[src/rtl/lcd_frame_pkg.sv]
// Shared types and constants for the LCD frame composer: mode/char codes,
// FSM encoding, fixed screen strings and a column byte selector.
package lcd_frame_pkg;
  localparam int COLS      = 16;
  localparam int SCORE_MAX = 99999;
  localparam int LINE_W    = COLS * 8;

  typedef enum logic [1:0] {
    MODE_LOAD = 2'd0,
    MODE_MENU = 2'd1,
    MODE_GAME = 2'd2,
    MODE_OVER = 2'd3
  } mode_e;

  typedef enum logic [1:0] {
    ST_IDLE   = 2'd0,
    ST_CONV   = 2'd1,
    ST_FILL   = 2'd2,
    ST_COMMIT = 2'd3
  } state_e;

  typedef struct packed {
    mode_e       mode;
    logic [31:0] map;
    logic        on_ground;
  } snap_t;

  localparam logic [7:0] CH_SPACE    = 8'h20;
  localparam logic [7:0] CH_DINO_GND = 8'h00;
  localparam logic [7:0] CH_DINO_AIR = 8'h03;
  localparam logic [7:0] CH_OBST     = 8'h04;
  localparam logic [3:0] ASCII_DIGIT = 4'h3;

  localparam logic [LINE_W-1:0] LINE_BLANK  = {COLS{CH_SPACE}};
  localparam logic [LINE_W-1:0] STR_LOAD    = "LOADING FONTS...";
  localparam logic [LINE_W-1:0] STR_MENU_UP = "    PRESS ANY KE";
  localparam logic [LINE_W-1:0] STR_MENU_LO = {CH_DINO_GND, "  TO START GAME"};
  localparam logic [87:0]       STR_OVER    = "GAME OVER  ";

  // Column 0 lives in the top byte of a line.
  function automatic logic [7:0] line_char(input logic [LINE_W-1:0] line,
                                           input logic [3:0] col);
    logic [6:0] lsb;
    lsb = 7'(LINE_W - 8) - {col, 3'b000};
    return line[lsb +: 8];
  endfunction
endpackage

[src/rtl/bin2bcd_seq.sv]
// Iterative shift-add-3 binary to 5-digit BCD converter, one bit per cycle.
module bin2bcd_seq
  import lcd_frame_pkg::*;
#(
  parameter int BIN_W = 17
) (
  input  logic             CLK,
  input  logic             RST,
  input  logic             start,
  input  logic [BIN_W-1:0] bin,
  output logic             done,
  output logic [19:0]      bcd
);
  localparam int CNT_W = $clog2(BIN_W);

  logic [BIN_W-1:0] sh;
  logic [CNT_W-1:0] cnt;
  logic             active;
  logic [19:0]      adj;

  for (genvar d = 0; d < 5; d++) begin : g_adj
    assign adj[4*d +: 4] = (bcd[4*d +: 4] >= 4'd5) ? bcd[4*d +: 4] + 4'd3
                                                   : bcd[4*d +: 4];
  end

  // High during the cycle whose edge performs the final shift.
  assign done = active && (cnt == CNT_W'(BIN_W - 1));

  always_ff @(posedge CLK or posedge RST) begin
    if (RST) begin
      sh     <= '0;
      cnt    <= '0;
      active <= 1'b0;
      bcd    <= '0;
    end else if (start) begin
      sh     <= bin;
      cnt    <= '0;
      active <= 1'b1;
      bcd    <= '0;
    end else if (active) begin
      bcd <= {adj[18:0], sh[BIN_W-1]};
      sh  <= sh << 1;
      cnt <= cnt + 1'b1;
      if (done) active <= 1'b0;
    end
  end
endmodule

[src/rtl/lcd_frame_composer.sv]
// Snapshots game state on request, builds both LCD lines one column per cycle
// into a shadow buffer, then commits them to the outputs in a single edge.
module lcd_frame_composer #(
  parameter int COLS      = 16,
  parameter int SCORE_MAX = 99999,
  parameter int BIN_W     = 17
) (
  input  logic              CLK,
  input  logic              RST,
  input  logic              frame_req,
  input  logic [1:0]        mode,
  input  logic [31:0]       obstacle_map_flat,
  input  logic              dino_on_ground,
  input  logic [31:0]       score,
  output logic              busy,
  output logic              frame_done,
  output logic              frame_drop,
  output logic [COLS*8-1:0] text_upper,
  output logic [COLS*8-1:0] text_lower
);
  import lcd_frame_pkg::*;

  localparam int CW = $clog2(COLS);

  state_e                 state, state_nx;
  snap_t                  snap;
  logic [CW-1:0]          col;
  logic [COLS-1:0][7:0]   sh_up, sh_lo;
  logic                   accept, conv_start, conv_done;
  logic [BIN_W-1:0]       score_sat;
  logic [19:0]            bcd;
  logic [COLS*8-1:0]      over_up;
  logic [7:0]             ch_up, ch_lo;

  assign accept     = frame_req && (state == ST_IDLE);
  assign busy       = (state != ST_IDLE);
  assign conv_start = accept && (mode == MODE_OVER);
  assign score_sat  = (score > 32'(SCORE_MAX)) ? BIN_W'(SCORE_MAX) : score[BIN_W-1:0];

  bin2bcd_seq #(.BIN_W(BIN_W)) u_bcd (
    .CLK  (CLK),
    .RST  (RST),
    .start(conv_start),
    .bin  (score_sat),
    .done (conv_done),
    .bcd  (bcd)
  );

  assign over_up = {STR_OVER,
                    ASCII_DIGIT, bcd[19:16], ASCII_DIGIT, bcd[15:12],
                    ASCII_DIGIT, bcd[11:8],  ASCII_DIGIT, bcd[7:4],
                    ASCII_DIGIT, bcd[3:0]};

  always_comb begin
    state_nx = state;
    case (state)
      ST_IDLE:   if (frame_req) state_nx = (mode == MODE_OVER) ? ST_CONV : ST_FILL;
      ST_CONV:   if (conv_done) state_nx = ST_FILL;
      ST_FILL:   if (col == CW'(COLS - 1)) state_nx = ST_COMMIT;
      ST_COMMIT: state_nx = ST_IDLE;
      default:   state_nx = ST_IDLE;
    endcase
  end

  // Character pair for the current column, from the snapshot only.
  always_comb begin
    ch_up = CH_SPACE;
    ch_lo = CH_SPACE;
    case (snap.mode)
      MODE_LOAD: ch_up = line_char(STR_LOAD, col);
      MODE_MENU: begin
        ch_up = line_char(STR_MENU_UP, col);
        ch_lo = line_char(STR_MENU_LO, col);
      end
      MODE_GAME: begin
        if (col == '0 && !snap.on_ground) ch_up = CH_DINO_AIR;
        if (snap.map[{col, 1'b0} +: 2] != 2'b00) ch_lo = CH_OBST;
        else if (col == '0 && snap.on_ground) ch_lo = CH_DINO_GND;
      end
      MODE_OVER: begin
        ch_up = line_char(over_up, col);
        if (col == '0) ch_lo = CH_OBST;
        else if (col == CW'(10)) ch_lo = CH_DINO_AIR;
      end
      default: ;
    endcase
  end

  always_ff @(posedge CLK or posedge RST) begin
    if (RST) begin
      state      <= ST_IDLE;
      col        <= '0;
      snap       <= '0;
      sh_up      <= LINE_BLANK;
      sh_lo      <= LINE_BLANK;
      text_upper <= LINE_BLANK;
      text_lower <= LINE_BLANK;
      frame_done <= 1'b0;
      frame_drop <= 1'b0;
    end else begin
      state      <= state_nx;
      frame_done <= 1'b0;
      if (frame_req && busy) frame_drop <= 1'b1;
      if (accept) begin
        snap <= '{mode: mode_e'(mode), map: obstacle_map_flat, on_ground: dino_on_ground};
        col  <= '0;
      end
      if (state == ST_FILL) begin
        sh_up[CW'(COLS - 1) - col] <= ch_up;
        sh_lo[CW'(COLS - 1) - col] <= ch_lo;
        col <= col + 1'b1;
      end
      if (state == ST_COMMIT) begin
        text_upper <= sh_up;
        text_lower <= sh_lo;
        frame_done <= 1'b1;
      end
    end
  end
endmodule

[config.mk]
export PLATFORM = sky130hd
export DESIGN_NAME = lcd_frame_composer
export DESIGN_NICKNAME = d
export VERILOG_FILES = /design/src/rtl/lcd_frame_pkg.sv /design/src/rtl/bin2bcd_seq.sv /design/src/rtl/lcd_frame_composer.sv
export SDC_FILE = /design/constraint.sdc
export NUM_CORES = 1
export LEC_CHECK = 0
export CAP_MARGIN = 20
export CORE_MARGIN = 4
export CORE_UTILIZATION = 50
export DETAILED_ROUTE_END_ITERATION = 12
export DONT_BUFFER_PORTS = 1
export HOLD_SLACK_MARGIN = 0.15
export SETUP_SLACK_MARGIN = 0.4
export SYNTH_ARGS = -nofsm -noshare
export SYNTH_HDL_FRONTEND = slang
export SYNTH_HIERARCHICAL = 1
export SYNTH_SLANG_ARGS = --single-unit
[constraint.sdc]
create_clock -name CLK -period 48.4 [get_ports CLK]
set_input_delay 7.26 -clock CLK [delete_from_list [all_inputs] [get_ports CLK]]
set_output_delay 7.26 -clock CLK [all_outputs]
set_load 0.02 [all_outputs]
==> impl_metrics.toml <==
[synthesis]
synth_edf_count = 0
number_of_synthesized_register_bits = 534
synth-async-reset-ratio = 1.000
yosys.cell_types.count = 67
synth.yosys.warnings = 6
synthesized_cell_area_sq_um = 21930
ys_seq_area_frac = 0.6131
postSynthCellCount = 1818
post_synth_xor_area_fraction = 0.003196
synth_fa_ha_area_frac = 0.01370
synth_compound_gate_area_share = 0.09787
combinational_family_with_the_most_area_after_synthesis = "multiplexers"
synth-simple-area-share = 0.09193
avgSynthCellArea_sq_um = 12.06
synth-main-ff-cell = "sky130_fd_sc_hd__dfrtp_1"
post_synth_mux_area_share = 0.1446

[layout]
layout.cells.most_common = "sky130_fd_sc_hd__dfrtp_1"
utilization = 0.5652
drive_gt1_frac = 0.2646
layout_stage_area_growth_over_the_synthesis_result_pct = 11.28
num-nets-final = 1894
most-common-layout-cells = "469 x sky130_fd_sc_hd__dfrtp_1, 260 x sky130_fd_sc_hd__mux2_2, 217 x sky130_fd_sc_hd__nand2_1, 180 x sky130_fd_sc_hd__o21ai_0, 93 x sky130_fd_sc_hd__nor2_1"

[cts]
clk_pin_slew_worst_setup_hold_paths_ns = 0.06
cts_tree = "built"
cts_hold_fix_bufs = 0
cts.path.max_buffers = 3
clock-sinks = 534
root_buffer = "sky130_fd_sc_hd__clkbuf_16"
htreeDepth = 2
insertion_delay_ns = 0.61
cts_setup_buffers = 0
cts.repair.resized = 0
tritoncts.num_buffers = 56

[setup_path]
cp_top_family = "buffers and inverters"
required_ns = 49.00
critical_path.slowest_cell = "sky130_fd_sc_hd__buf_4"
end_kind = "asynchronous set/reset pin"
critPathBufInv = 3
crit_path_frequent_cell = "sky130_fd_sc_hd__buf_4"
arrival_ns = 9.67
critical_path_peak_fanout = 120
reg2reg_slack_ns = 45.28
crit_type = "in -> async"
maximum_cell_stage_delay_along_the_critical_path_ns = 0.87
worstPathCellList = "inv_8 > buf_4 > buf_4"
critPathLaunchType = "input port"

[floorplanning]
pin_count = 329
horizontal_extent_of_the_die_microns = 217.4
placement_rows = 76
initial_core_util = 0.5079
die_height_microns = 217.4
floorplan.die_area_sq_um = 47270
standard_cell_core_area_sq_um = 43170

[outcome]
status = "finished, final reports clean"

[power]
pwr_density_cell_nw_per_um2 = 67.69
peakVddDrop_mv = 0.03849
post-layout-total-power_mw = 1.652
static-leakage-power_nw = 11.17

[timing]
timing.setup.tns_ns = 0
report.final.slew_viol_count = 0
final_hold_viol_count = 0
final-setup-viol-count = 0
finalCriticalPeriod_ns = 9.070
final_min_period_over_clock_period = 0.1874
achievable-frequency_mhz = 110.3
rsz0062_at_grt = "no"
finClkSkew_ns = 0.01925
relative_slew_margins = 0.2624
timing_worst_slew_pin_value_ns = 1.106

[drt]
detail_route.wirelength_mm = 54.08
remaining_drc_errors = 0
antenna_left = 0
drtIter0Drc = 945
wire_per_inst_microns = 22.22
route.vias.total = 13450
firstDrtPassIters = 5
via_cell_ratio = 5.526

[global_route]
routing_usage_on_met3 = 0.06618
gr-usage-met2 = 0.3646
vias_in_the_first_global_route = 13410
grtUsageTotal = 0.2278
grt_max_degree = 121
met1_routing_resource_usage_after_global_routing = 0.3109
initial_antenna_violation_count = 3
grt_pass1_wl_mm = 83.50
globalRoute.busiestLayer = "met2"
global_route.overflow_total = 0

[placement]
hpwl_mm = 36.38
io_buffers = 0
gp_congestion = 0.8195

[job]
maxCapViolations = 0

[worst_hold_path]
holdCritPathClass = "reg -> reg"
-- worst register-to-register path, stage by stage, from the launching register on --
cell and delay, ns:
sky130_fd_sc_hd__dfrtp_1 0.40, sky130_fd_sc_hd__buf_4 0.38, sky130_fd_sc_hd__nand2b_1 0.45, sky130_fd_sc_hd__nor4_1 0.11, sky130_fd_sc_hd__a31o_2 0.26, sky130_fd_sc_hd__nor4b_4 0.58, sky130_fd_sc_hd__a31oi_2 0.39, sky130_fd_sc_hd__buf_4 0.31
sky130_fd_sc_hd__a21oi_1 0.16
-- layout make-up --
cell class	instances	area, sq um
sequential	534	13440
inverter	26	105.1
clock inverter	22	307.8
fill	3739	18770
timing repair buffer	28	259.0
clock buffer	84	1679
multi-input combinational	1154	7870
tap	585	732.0
antenna	1	2.502
-- through the flow --
stage	setup WS, ns	hold WS, ns	cell area (sq um)	std cells
final	39.33	0.4726	24400	2434
after detailed placement	38.50	0.4651	22370	2325
after CTS	39.15	0.4779	24360	2431
after global routing	38.90	0.4891	24400	2433
after floorplan	27.54	0.4429	22040	1849
after global placement	38.53	0.4562	22330	2323
-- path summary, 6_finish.rpt --
path                                           start                          to  depth (start not counted)
min in group asynchronous                        RST  text_upper[40]$_DFFE_PP0P_                          1
worst max-delay path                             RST  text_lower[57]$_DFFE_PP0P_                          3
worst min-delay path            sh_lo[1]$_DFFE_PP0P_        sh_lo[1]$_DFFE_PP0P_                          2
max in group CLK                state[0]$_DFFE_PP0P_                        busy                          3
worst max register to register    col[2]$_DFFE_PP0P_       sh_lo[45]$_DFFE_PP1P_                          8
worst min register to register  sh_lo[1]$_DFFE_PP0P_        sh_lo[1]$_DFFE_PP0P_                          2
-- power breakdown --
part	switching [mW]	total (mW)	internal [mW]
logic	0.267	0.447	0.180
clock network	0.177	0.454	0.277
registers	0.163	0.751	0.588
total	0.607	1.65	1.04
-- registers in the layout, indices dropped and copies added (netlist names) --
register,count
text_lower,112
u_bcd/active,1
u_bcd/cnt,5
u_bcd/bcd,20
snap,35
col,4
u_bcd/sh,17
state,2
sh_lo,112
sh_up,112
frame_drop,1
frame_done,1
text_upper,112
-- cells in the mapped netlist (all sizes together), types with 3 or more instances --
master / number / area share
a21o: 6 / 0.0021
a22o: 6 / 0.0024
o211ai: 6 / 0.0021
or3: 5 / 0.0014
inv: 26 / 0.0045
and2: 28 / 0.0080
o31ai: 6 / 0.0021
nand2: 217 / 0.037
o21ai: 201 / 0.046
mux2: 260 / 0.13
nor2b: 20 / 0.0057
mux2i: 22 / 0.010
nand3b: 3 / 0.0010
nor4: 7 / 0.0020
a221o: 3 / 0.0014
o22ai: 6 / 0.0017
or2: 4 / 0.0011
a31oi: 8 / 0.0023
a31o: 3 / 0.0012
a21oi: 81 / 0.022
nand4: 3 / 0.00086
dfstp: 64 / 0.077
clkbuf: 78 / 0.013
xor2: 7 / 0.0028
o21a: 3 / 0.0010
o2111ai: 5 / 0.0020
nand3: 19 / 0.0043
nor3b: 5 / 0.0017
buf: 57 / 0.018
a22oi: 5 / 0.0017
nand2b: 21 / 0.0063
dfrtp: 470 / 0.54
ha: 24 / 0.014
o32ai: 5 / 0.0020
nor2: 94 / 0.016
nor3: 12 / 0.0027
-- cells by family after synthesis --
group,count (synthesis)
and+or+nand+nor,445
other,1
AOI/OAI and AO/OA,362
xor gates and xnor gates,8
buffers and inverters,161
DFF,534
muxes,283
adders and majority gates,24
-- layer usage --
metal  up-vias  part of all wire  wire (microns)
li1       6186                 -               -
met3        77             0.070            3782
met2       327              0.48           25880
met4         4             0.022            1173
met5         -           0.00039              21
met1      6856              0.43           23230
Note: power is estimated with default switching activity, not from simulation.
